File: config.mk
export PLATFORM = sky130hd
export DESIGN_NAME = vga_fb_arbiter_flat
export DESIGN_NICKNAME = d
export VERILOG_FILES = /design/src/rtl/vga_fb_arbiter_if.sv /design/src/rtl/vga_fb_arbiter.sv /design/src/flat_wrapper.sv
export SDC_FILE = /design/constraint.sdc
export NUM_CORES = 1
export LEC_CHECK = 0
export BUFFER_PORTS_ARGS = -buffer_cell sky130_fd_sc_hd__buf_2
export CAP_MARGIN = 15
export CORE_ASPECT_RATIO = 0.9
export CORE_UTILIZATION = 35
export CTS_BUF_LIST = sky130_fd_sc_hd__clkbuf_8
export DETAILED_ROUTE_END_ITERATION = 12
export SYNTH_ARGS = -nofsm -noshare
export SYNTH_HDL_FRONTEND = slang
export SYNTH_SLANG_ARGS = --single-unit
File: constraint.sdc
create_clock -name CLK -period 6.9 [get_ports CLK]
set_input_delay 1.38 -clock CLK [delete_from_list [all_inputs] [get_ports CLK]]
set_output_delay 1.38 -clock CLK [all_outputs]
set_load 0.03 [all_outputs]
File: src/rtl/vga_fb_arbiter_if.sv
// Bus bundle between the sync/timing stage, the drawing client and the frame-buffer RAM.
// Signal names follow the original flat port list.
interface vga_fb_arbiter_if #(
   parameter int ADDR_W = 19,
   parameter int DATA_W = 8
);
   logic              iFRAME_START;
   logic              iPIX_REQ;
   logic [DATA_W-1:0] oPIX_DATA;
   logic              iWR_REQ;
   logic [ADDR_W-1:0] iWR_ADDR;
   logic [DATA_W-1:0] iWR_DATA;
   logic              oWR_ACK;
   logic              oRAM_EN;
   logic              oRAM_WE;
   logic [ADDR_W-1:0] oRAM_ADDR;
   logic [DATA_W-1:0] oRAM_WDATA;
   logic [DATA_W-1:0] iRAM_RDATA;
   logic [1:0]        oERR;

   modport slave (
      input  iFRAME_START, iPIX_REQ, iWR_REQ, iWR_ADDR, iWR_DATA, iRAM_RDATA,
      output oPIX_DATA, oWR_ACK, oRAM_EN, oRAM_WE, oRAM_ADDR, oRAM_WDATA, oERR
   );

   modport master (
      output iFRAME_START, iPIX_REQ, iWR_REQ, iWR_ADDR, iWR_DATA, iRAM_RDATA,
      input  oPIX_DATA, oWR_ACK, oRAM_EN, oRAM_WE, oRAM_ADDR, oRAM_WDATA, oERR
   );
endinterface

File: src/rtl/vga_fb_arbiter.sv
// Single-port frame-buffer arbiter: display prefetch FIFO fed by sequential reads,
// leftover RAM cycles granted to the drawing client.
module vga_fb_arbiter #(
   parameter int ADDR_W     = 19,
   parameter int DATA_W     = 8,
   parameter int H_ACTIVE   = 640,
   parameter int V_ACTIVE   = 480,
   parameter int FIFO_DEPTH = 16,
   parameter int LOW_WM     = 4,
   parameter int RD_LAT     = 2
) (
   input logic             CLK,
   input logic             SYNC_RST_N,
   vga_fb_arbiter_if.slave bus
);

   localparam int PTR_W = $clog2(FIFO_DEPTH);
   localparam int LVL_W = PTR_W + 1;
   localparam int CRD_W = $clog2(FIFO_DEPTH + RD_LAT) + 1;
   localparam logic [ADDR_W-1:0] LAST_ADDR = ADDR_W'(H_ACTIVE * V_ACTIVE - 1);

   typedef enum logic [1:0] {S_IDLE, S_PRIME, S_RUN, S_DONE} state_t;

   state_t            state, state_nxt;
   logic [DATA_W-1:0] fifo_mem [FIFO_DEPTH];
   logic [PTR_W-1:0]  wr_ptr, rd_ptr;
   logic [LVL_W-1:0]  level, level_nxt;
   logic [RD_LAT-1:0] rd_vld;
   logic [ADDR_W-1:0] fetch_addr;
   logic [CRD_W-1:0]  inflight, credit;
   logic              can_read, push, pop, flush;
   logic              rd_issue, wr_grant;

   // Credit counts reads already in the pipe so the FIFO can never overflow.
   always_comb begin
      inflight = '0;
      for (int unsigned i = 0; i < RD_LAT; i++)
         inflight = inflight + CRD_W'(rd_vld[i]);
      credit   = CRD_W'(level) + inflight;
      can_read = credit < CRD_W'(FIFO_DEPTH);
   end

   assign flush     = bus.iFRAME_START && (state == S_PRIME || state == S_RUN);
   assign push      = rd_vld[RD_LAT-1] && !flush;
   assign pop       = bus.iPIX_REQ && (level != '0);
   assign level_nxt = flush ? '0 : level + LVL_W'(push) - LVL_W'(pop);

   always_comb begin
      state_nxt = state;
      rd_issue  = 1'b0;
      wr_grant  = 1'b0;
      case (state)
         S_IDLE: begin
            wr_grant = bus.iWR_REQ;
            if (bus.iFRAME_START) state_nxt = S_PRIME;
         end
         S_PRIME: begin
            if (flush) begin
               state_nxt = S_PRIME;
            end else begin
               rd_issue = can_read;
               if (rd_issue && fetch_addr == LAST_ADDR)   state_nxt = S_DONE;
               else if (level_nxt == LVL_W'(FIFO_DEPTH)) state_nxt = S_RUN;
            end
         end
         S_RUN: begin
            if (flush) begin
               state_nxt = S_PRIME;
            end else if (can_read && (credit < CRD_W'(LOW_WM) || !bus.iWR_REQ)) begin
               rd_issue = 1'b1;
               if (fetch_addr == LAST_ADDR) state_nxt = S_DONE;
            end else begin
               wr_grant = bus.iWR_REQ;
            end
         end
         S_DONE: begin
            wr_grant = bus.iWR_REQ;
            if (bus.iFRAME_START) state_nxt = S_PRIME;
         end
         default: state_nxt = S_IDLE;
      endcase
   end

   always_ff @(posedge CLK or negedge SYNC_RST_N) begin
      if (!SYNC_RST_N) begin
         state          <= S_IDLE;
         rd_vld         <= '0;
         fetch_addr     <= '0;
         wr_ptr         <= '0;
         rd_ptr         <= '0;
         level          <= '0;
         bus.oRAM_EN    <= 1'b0;
         bus.oRAM_WE    <= 1'b0;
         bus.oRAM_ADDR  <= '0;
         bus.oRAM_WDATA <= '0;
         bus.oWR_ACK    <= 1'b0;
         bus.oPIX_DATA  <= '0;
         bus.oERR       <= '0;
      end else begin
         state   <= state_nxt;
         rd_vld  <= flush ? '0 : ((rd_vld << 1) | RD_LAT'(rd_issue));
         level   <= level_nxt;
         if (bus.iFRAME_START)
            fetch_addr <= '0;
         else if (rd_issue)
            fetch_addr <= fetch_addr + ADDR_W'(1);

         if (rd_issue) begin
            bus.oRAM_EN   <= 1'b1;
            bus.oRAM_WE   <= 1'b0;
            bus.oRAM_ADDR <= fetch_addr;
         end else if (wr_grant) begin
            bus.oRAM_EN    <= 1'b1;
            bus.oRAM_WE    <= 1'b1;
            bus.oRAM_ADDR  <= bus.iWR_ADDR;
            bus.oRAM_WDATA <= bus.iWR_DATA;
         end else begin
            bus.oRAM_EN <= 1'b0;
            bus.oRAM_WE <= 1'b0;
         end
         bus.oWR_ACK <= wr_grant;

         if (flush) begin
            wr_ptr <= '0;
            rd_ptr <= '0;
         end else begin
            if (push) wr_ptr <= wr_ptr + PTR_W'(1);
            if (pop)  rd_ptr <= rd_ptr + PTR_W'(1);
         end

         // A pop on an empty FIFO returns 0 and flags underflow.
         if (bus.iPIX_REQ)
            bus.oPIX_DATA <= pop ? fifo_mem[rd_ptr] : '0;
         bus.oERR <= bus.oERR | {flush, bus.iPIX_REQ && (level == '0)};
      end
   end

   always_ff @(posedge CLK) begin
      if (push) fifo_mem[wr_ptr] <= bus.iRAM_RDATA;
   end

endmodule

File: src/flat_wrapper.sv
// flat-port wrapper written by rule: the top's interface ports become plain ports
module vga_fb_arbiter_flat 
#(
   parameter int ADDR_W     = 19,
   parameter int DATA_W     = 8,
   parameter int H_ACTIVE   = 640,
   parameter int V_ACTIVE   = 480,
   parameter int FIFO_DEPTH = 16,
   parameter int LOW_WM     = 4,
   parameter int RD_LAT     = 2
)
  (CLK, SYNC_RST_N, bus_iFRAME_START, bus_iPIX_REQ, bus_iWR_REQ, bus_iWR_ADDR, bus_iWR_DATA, bus_iRAM_RDATA, bus_oPIX_DATA, bus_oWR_ACK, bus_oRAM_EN, bus_oRAM_WE, bus_oRAM_ADDR, bus_oRAM_WDATA, bus_oERR);
  vga_fb_arbiter_if #(.ADDR_W(ADDR_W), .DATA_W(DATA_W)) bus_i ();
  input logic CLK;
  input logic SYNC_RST_N;
  input wire logic [$bits(bus_i.iFRAME_START)-1:0] bus_iFRAME_START;
  input wire logic [$bits(bus_i.iPIX_REQ)-1:0] bus_iPIX_REQ;
  input wire logic [$bits(bus_i.iWR_REQ)-1:0] bus_iWR_REQ;
  input wire logic [$bits(bus_i.iWR_ADDR)-1:0] bus_iWR_ADDR;
  input wire logic [$bits(bus_i.iWR_DATA)-1:0] bus_iWR_DATA;
  input wire logic [$bits(bus_i.iRAM_RDATA)-1:0] bus_iRAM_RDATA;
  output wire logic [$bits(bus_i.oPIX_DATA)-1:0] bus_oPIX_DATA;
  output wire logic [$bits(bus_i.oWR_ACK)-1:0] bus_oWR_ACK;
  output wire logic [$bits(bus_i.oRAM_EN)-1:0] bus_oRAM_EN;
  output wire logic [$bits(bus_i.oRAM_WE)-1:0] bus_oRAM_WE;
  output wire logic [$bits(bus_i.oRAM_ADDR)-1:0] bus_oRAM_ADDR;
  output wire logic [$bits(bus_i.oRAM_WDATA)-1:0] bus_oRAM_WDATA;
  output wire logic [$bits(bus_i.oERR)-1:0] bus_oERR;
  assign bus_i.iFRAME_START = bus_iFRAME_START;
  assign bus_i.iPIX_REQ = bus_iPIX_REQ;
  assign bus_i.iWR_REQ = bus_iWR_REQ;
  assign bus_i.iWR_ADDR = bus_iWR_ADDR;
  assign bus_i.iWR_DATA = bus_iWR_DATA;
  assign bus_i.iRAM_RDATA = bus_iRAM_RDATA;
  assign bus_oPIX_DATA = bus_i.oPIX_DATA;
  assign bus_oWR_ACK = bus_i.oWR_ACK;
  assign bus_oRAM_EN = bus_i.oRAM_EN;
  assign bus_oRAM_WE = bus_i.oRAM_WE;
  assign bus_oRAM_ADDR = bus_i.oRAM_ADDR;
  assign bus_oRAM_WDATA = bus_i.oRAM_WDATA;
  assign bus_oERR = bus_i.oERR;
  vga_fb_arbiter #(.ADDR_W(ADDR_W), .DATA_W(DATA_W), .H_ACTIVE(H_ACTIVE), .V_ACTIVE(V_ACTIVE), .FIFO_DEPTH(FIFO_DEPTH), .LOW_WM(LOW_WM), .RD_LAT(RD_LAT)) u_core (.CLK(CLK), .SYNC_RST_N(SYNC_RST_N), .bus(bus_i));
endmodule
==> results.json, run 1 <==
{
  "vdd_drop_max_uv": 151.2,
  "path_clk_slew_ns": 0.06,
  "cp.required_ns": 7.34,
  "numCtsBuffers": 35,
  "grt_pass1_vias": 5587,
  "fill_cells": 2388,
  "grt_start_max_net_pins": 77,
  "seqPwrFrac_pct": 39.7,
  "switching_share_pct": 36.45,
  "dp_hpwl_mm": 12.33,
  "cp-start-kind": "flip-flop",
  "reg2reg_depth": 15,
  "relSlewSlack_pct": 30.87,
  "power.internal_mw": 2.501,
  "worstPathCellList": "inv_1 > ha_1 > nor4b_1 > nand2b_1 > inv_1 > ha_1 > inv_1 > ha_1 > inv_1 > fa_1 > nand2b_1 > a21oi_1 > mux2i_1 > a311oi_1 > a22oi_1",
  "status": "finished clean",
  "core_area_mm2": 0.02532,
  "grt_antenna_before_repair": 0,
  "max_stage_delay_ns": 0.47,
  "p_clk_share_pct": 25.7,
  "maxSlewViolCount": 0,
  "cts-resized-gates": 0,
  "avgSynthCellArea_um2": 13.77,
  "stdcell_count": 1104,
  "drc_errors": 0,
  "reg2reg_from": "u_core.level[2]",
  "end_kind": "flip-flop",
  "fin_nets": 798,
  "holdBufCountCts": 0,
  "clockBufferDepth": 3,
  "layout-drive-gt1-share_pct": 26.12,
  "wirelength_mm": 19.87,
  "yosys-top-cells-area": "edfxtp_1 (42%), dfrtp_1 (21%), mux4_2 (7.9%), ha_1 (2.5%), mux2_2 (2.5%)",
  "syn_inst": 661,
  "hold_start": "u_core.bus.oERR[0]",
  "yosys_register_bits": 204,
  "criticalPathCategory": "reg -> reg",
  "worst_pin_slew_ns": 1.037,
  "hold_end": "u_core.bus.oERR[0]",
  "dr.pass1.iters": 5,
  "pin_count": 80,
  "yosysWarnings": 0,
  "timing.final.crit_share_pct": 54.68,
  "synth-seq-area-share_pct": 63.14,
  "synth_flop_cell": "edfxtp_1",
  "via_per_inst": 5.168,
  "crit_slowest_cell": "dfrtp_1",
  "cp.arrival_ns": 4.21,
  "area_delta_synth_final_pct": 14.84,
  "fp.dieH_um": 155.0,
  "drt_iter0_drc": 364,
  "insertion_delay_ns": 0.53,
  "synth_cell_types": 56,
  "hold_viol": 0,
  "setup_viol": 0,
  "synthArstFlopShare_pct": 37.25,
  "rsz0062_at_grt": "false",
  "synth_area_mm2": 0.009100,
  "r2r-end": "u_core.state[1]",
  "power.switching_mw": 1.435,
  "fin_skew_ns": 0.03469,
  "period_minus_slack_ns": 3.773,
  "routabilityCongestion": 0.7689,
  "cts-root-buf": "clkbuf_8",
  "cts_tree": "done",
  "clock_sinks": 204,
  "cts.htree.levels": 2,
  "grt_overflow": 0,
  "rows": 55,
  "grt_usage_pct": 15.22,
  "holdPathStages": 1,
  "powerDensity_mw_per_mm2": 376.7,
  "power_frac_comb_pct": 34.5,
  "max_freq_mhz": 265.0,
  "synth_edf_count": 128,
  "antenna_left": 0,
  "synth_top_area_cell": "edfxtp_1",
  "r2r_slack_ns": 3.13,
  "fp.dieW_um": 172.0,
  "drv_cap": 0,
  "wl_per_cell_um": 18.00,
  "dieArea_mm2": 0.02665,
  "dp_cells": 1044,
  "grt_pass1_wl_mm": 31.19,
  "yosysTopAreaCellShare_pct": 42.24,
  "portBuffers": 79,
  "diodes": 0,
  "tns_ns": 0,
  "cpMostUsedCell": "inv_1",
  "syn-num-nets": 720,
  "vias": 5706,
  "path_max_fanout": 10,
  "initial_core_util_pct": 35.93,
  "hp-class": "reg -> reg",
  "power_leakage_nw": 3.805,
  "post_cts_buffers": 0
}
-- cells by family (layout without fill, tap and decap cells) --
group	count (synthesis)	in the layout	synth area share [%]
DFF	204	204	63.14
and+or+nand+nor	167	167	9.652
AOI/OAI and AO/OA	125	125	8.759
buffers and inverters	76	177	3.479
muxes	63	63	11.60
adders and majority gates	19	19	2.695
xor gates and xnor gates	7	7	0.6737
-- cells in the final DEF (no fill, tap or decap), types with 5 or more instances in the layout --
cell type and n:
clkinv_1 6, or4_1 6, a21oi_1 22, and2_1 5
o22ai_1 8, mux2_2 20, mux4_2 32, nor2b_1 5
clkbuf_8 36, o41ai_1 6, nor4_1 8, nor2_1 37
buf_2 78, nand3_1 33, nand4_1 9, nand2b_1 9
buf_4 9, dfrtp_1 75, edfxtp_1 128, nand2_1 27
o31ai_1 5, mux2i_1 11, inv_1 40, o211ai_1 20
o21ai_0 43, ha_1 18
-- worst max-delay path, delay by kind of cell, from the launching register on --
family,cells,cell delay [ns]
AOI/OAI and AO/OA,3,0.51
DFF,1,0.47
and+or+nand+nor,3,0.97
muxes,1,0.34
buffers and inverters,4,0.42
adders and majority gates,4,0.99
-- stage by stage --
stage | setup WS (ns) | util [%] | instance area [um2] | hold WS [ns] | total power, mW
2_1_floorplan | 2.970 | - | 9100 | 0.4603 | 2.607
3_5_place_dp | 2.828 | 38.74 | 9809 | 0.4511 | 2.955
5_1_grt | 2.662 | 41.26 | 10450 | 0.4816 | 4.181
6_report | 3.127 | 41.26 | 10450 | 0.4546 | 3.936
4_1_cts | 3.039 | 41.26 | 10450 | 0.4619 | 3.983
3_3_place_gp | 2.905 | 38.74 | 9809 | 0.4358 | 2.935
-- cell usage after synthesis (all sizes together), types with 6 or more instances --
| cell | count |
|---|---|
| inv | 30 |
| buf | 15 |
| dfrtp | 76 |
| o21ai | 43 |
| nor4 | 9 |
| nand3 | 33 |
| nand2b | 9 |
| nand2 | 27 |
| mux2i | 11 |
| clkbuf | 31 |
| nand4 | 9 |
| o22ai | 8 |
| or4 | 7 |
| mux4 | 32 |
| a21oi | 22 |
| nor3 | 7 |
| nor2 | 37 |
| o41ai | 6 |
| mux2 | 20 |
| ha | 18 |
| o211ai | 20 |
| edfxtp | 128 |
-- area by class of cell --
type	instances	area, um2	share of cell area, %
flip-flops and latches	204	5747	54.99
inverters	30	112.6	1.078
clock buffers	36	495.5	4.741
well taps	342	427.9	4.095
multi-input cells	381	3064	29.32
repair buffers	87	457.9	4.382
clock inverters	24	145.1	1.389
-- metal layers --
layer / vias up / routed length [um] / global-route usage, %
met4: 0 / 320 / 4.172
met2: 120 / 9271 / 23.25
met5: - / 0 / 0
li1: 2682 / - / -
met3: 26 / 832 / 2.900
met1: 2878 / 9446 / 22.08
-- state kept, by name (all words and copies together), names as in the netlist, 2 cells and up --
register,cells
u_core.rd_vld,2
u_core.fifo_mem,128
u_core.level,5
u_core.rd_ptr,4
u_core.state,2
u_core.bus.oERR,2
u_core.bus.oRAM_WDATA,8
u_core.bus.oPIX_DATA,8
u_core.wr_ptr,4
u_core.bus.oRAM_ADDR,19
u_core.fetch_addr,19
-- power by group through the flow --
stage / clock, mW / sequential (mW) / combinational, mW
floorplan: 0 / 1.76 / 0.850
global placement: 0 / 1.59 / 1.35
detailed placement: 0 / 1.59 / 1.37
CTS: 1.04 / 1.57 / 1.37
global route: 1.10 / 1.59 / 1.50
finish: 1.01 / 1.56 / 1.36
-- worst max-delay path by stage --
stage / start / end / cells after the start
floorplan: bus_iPIX_REQ / u_core.state[1] / 14
global placement: bus_iPIX_REQ / u_core.state[1] / 13
detailed placement: bus_iPIX_REQ / u_core.state[1] / 13
CTS: u_core.level[2] / u_core.state[1] / 15
global route: u_core.level[2] / u_core.state[1] / 15
finish: u_core.level[2] / u_core.state[1] / 15
Power figures use the tool's default switching activity.
==> run 2, diff against run 1 <==
- clock period: 6.9 -> 3.8 ns (I/O delays scaled with it)
==> run 2 against run 1 <==
Against the previous run:
- clock power grew 79%
- sequential cell count is the same
- register-to-register slack lost 2.7 ns
- maximum frequency grew 11%
- first-iteration DRC count shrank 0.82%
- via count grew 1.5%
- cell count grew 1.8%
- hold slack lost 0.16 ns
- highest routed layer unchanged
==> results.json, run 2 (synthesis results as in run 1) <==
{
  "final_cell_area_mm2": 0.01054,
  "wl_per_cell_um": 17.74,
  "cts-root-buf": "clkbuf_8",
  "dp_hpwl_mm": 12.57,
  "status": "finished clean",
  "fin_skew_ns": 0.02604,
  "clock_sinks": 204,
  "grt_start_max_net_pins": 50,
  "numCtsBuffers": 36,
  "initial_core_util_pct": 35.93,
  "cts_tree": "done",
  "regMostFlops": "u_core.fifo_mem",
  "placed_cell_area_mm2": 0.009894,
  "vdd_drop_max_uv": 264.6,
  "area_delta_synth_final_pct": 15.78,
  "relSlewSlack_pct": 31.08,
  "via_per_inst": 5.150,
  "setup_viol": 0,
  "mostFrequentLayoutCells": "edfxtp_1 (128), buf_2 (78), dfrtp_1 (75)",
  "hold_ws_ns": 0.2935,
  "portBuffers": 79,
  "wirelength_mm": 19.94,
  "post_cts_buffers": 0,
  "cts.htree.levels": 2,
  "r2r_slack_ns": 0.41,
  "hold_viol": 0,
  "period_minus_slack_ns": 3.394,
  "hp-class": "in -> async",
  "timing.final.crit_share_pct": 89.31,
  "cp-start-kind": "flip-flop",
  "grt_pass1_vias": 5808,
  "routabilityCongestion": 0.7650,
  "rsz0062_at_grt": "false",
  "fill_cells": 2406,
  "insertion_delay_ns": 0.51,
  "powerDensity_mw_per_mm2": 677.1,
  "antenna_left": 0,
  "tns_ns": 0,
  "fp.dieW_um": 172.0,
  "grt_overflow": 0,
  "fin_util_pct": 41.61,
  "grt_usage_pct": 15.42,
  "cp.required_ns": 4.21,
  "dieArea_mm2": 0.02665,
  "largest_register_ffs": 128,
  "cts-resized-gates": 0,
  "path_clk_slew_ns": 0.06,
  "power_leakage_nw": 3.872,
  "cp.arrival_ns": 3.80,
  "path_max_fanout": 8,
  "drv_cap": 0,
  "p_total_mw": 7.134,
  "core_area_mm2": 0.02532,
  "dr.pass1.iters": 4,
  "fp.dieH_um": 155.0,
  "grt_pass1_wl_mm": 31.91,
  "final_common_cell": "edfxtp_1",
  "drt_iter0_drc": 361,
  "rows": 55,
  "fin_nets": 813,
  "layout-drive-gt1-share_pct": 26.98,
  "maxSlewViolCount": 0,
  "vias": 5789,
  "clockBufferDepth": 3,
  "reg_top3": "u_core.fifo_mem x128, u_core.bus.oRAM_ADDR x19, u_core.fetch_addr x19",
  "criticalPathCategory": "reg -> reg",
  "max_freq_mhz": 294.6,
  "diodes": 0,
  "worst_pin_slew_ns": 1.034,
  "end_kind": "flip-flop",
  "drc_errors": 0,
  "grt_antenna_before_repair": 0,
  "pin_count": 80,
  "holdBufCountCts": 0
}
run 2: path summary, 6_finish.rpt:
kind	startpoint	endpoint	cells past startpoint
worst max-delay path	u_core.level[2]	u_core.state[1]	15
worst min-delay path	SYNC_RST_N	u_core.bus.oRAM_WE	1
worst max register to register	u_core.level[2]	u_core.state[1]	15
worst min register to register	u_core.bus.oERR[0]	u_core.bus.oERR[0]	1
max in group asynchronous	SYNC_RST_N	u_core.bus.oRAM_ADDR[13]	2
min in group CLK	u_core.bus.oERR[0]	u_core.bus.oERR[0]	1
run 2: power by group:
part           switching [mW]  internal, mW
clock                   0.876         0.931
combinational            1.47         0.973
sequential              0.247          2.64
total                    2.59          4.54
run 2: cell type report:
class	count	area (um2)	share of cell area, %
timing repair buffer	101	563.0	5.344
clock buffer	38	523.0	4.964
multi-input combinational	381	3044	28.89
tap	342	427.9	4.061
sequential	204	5747	54.54
inverter	30	112.6	1.069
clock inverter	28	118.9	1.128
run 2: critical path, cell delays in order (launching register included):
cell and delay, ns:
dfrtp_1 0.46, inv_1 0.11, ha_1 0.14, nor4b_1 0.34, nand2b_1 0.18, inv_1 0.10
ha_1 0.28, inv_1 0.05, ha_1 0.16, inv_1 0.05, fa_1 0.38, nand2b_1 0.16
a21oi_1 0.17, mux2i_1 0.36, a311oi_1 0.16, a22oi_1 0.20
run 2: stage by stage:
| step | instances | setup slack [ns] |
|---|---|---|
| after global placement | 1058 | 0.5320 |
| after global routing | 1124 | 0.04293 |
| final | 1124 | 0.4061 |
| after floorplan | 661 | 0.4799 |
| after detailed placement | 1058 | 0.4100 |
| after CTS | 1124 | 0.3612 |
run 2: metal layers:
metal	global-route usage, %	wire [um]
met1	22.52	9626
met2	23.54	9178
met3	2.722	817
met4	4.256	314
met5	0	0
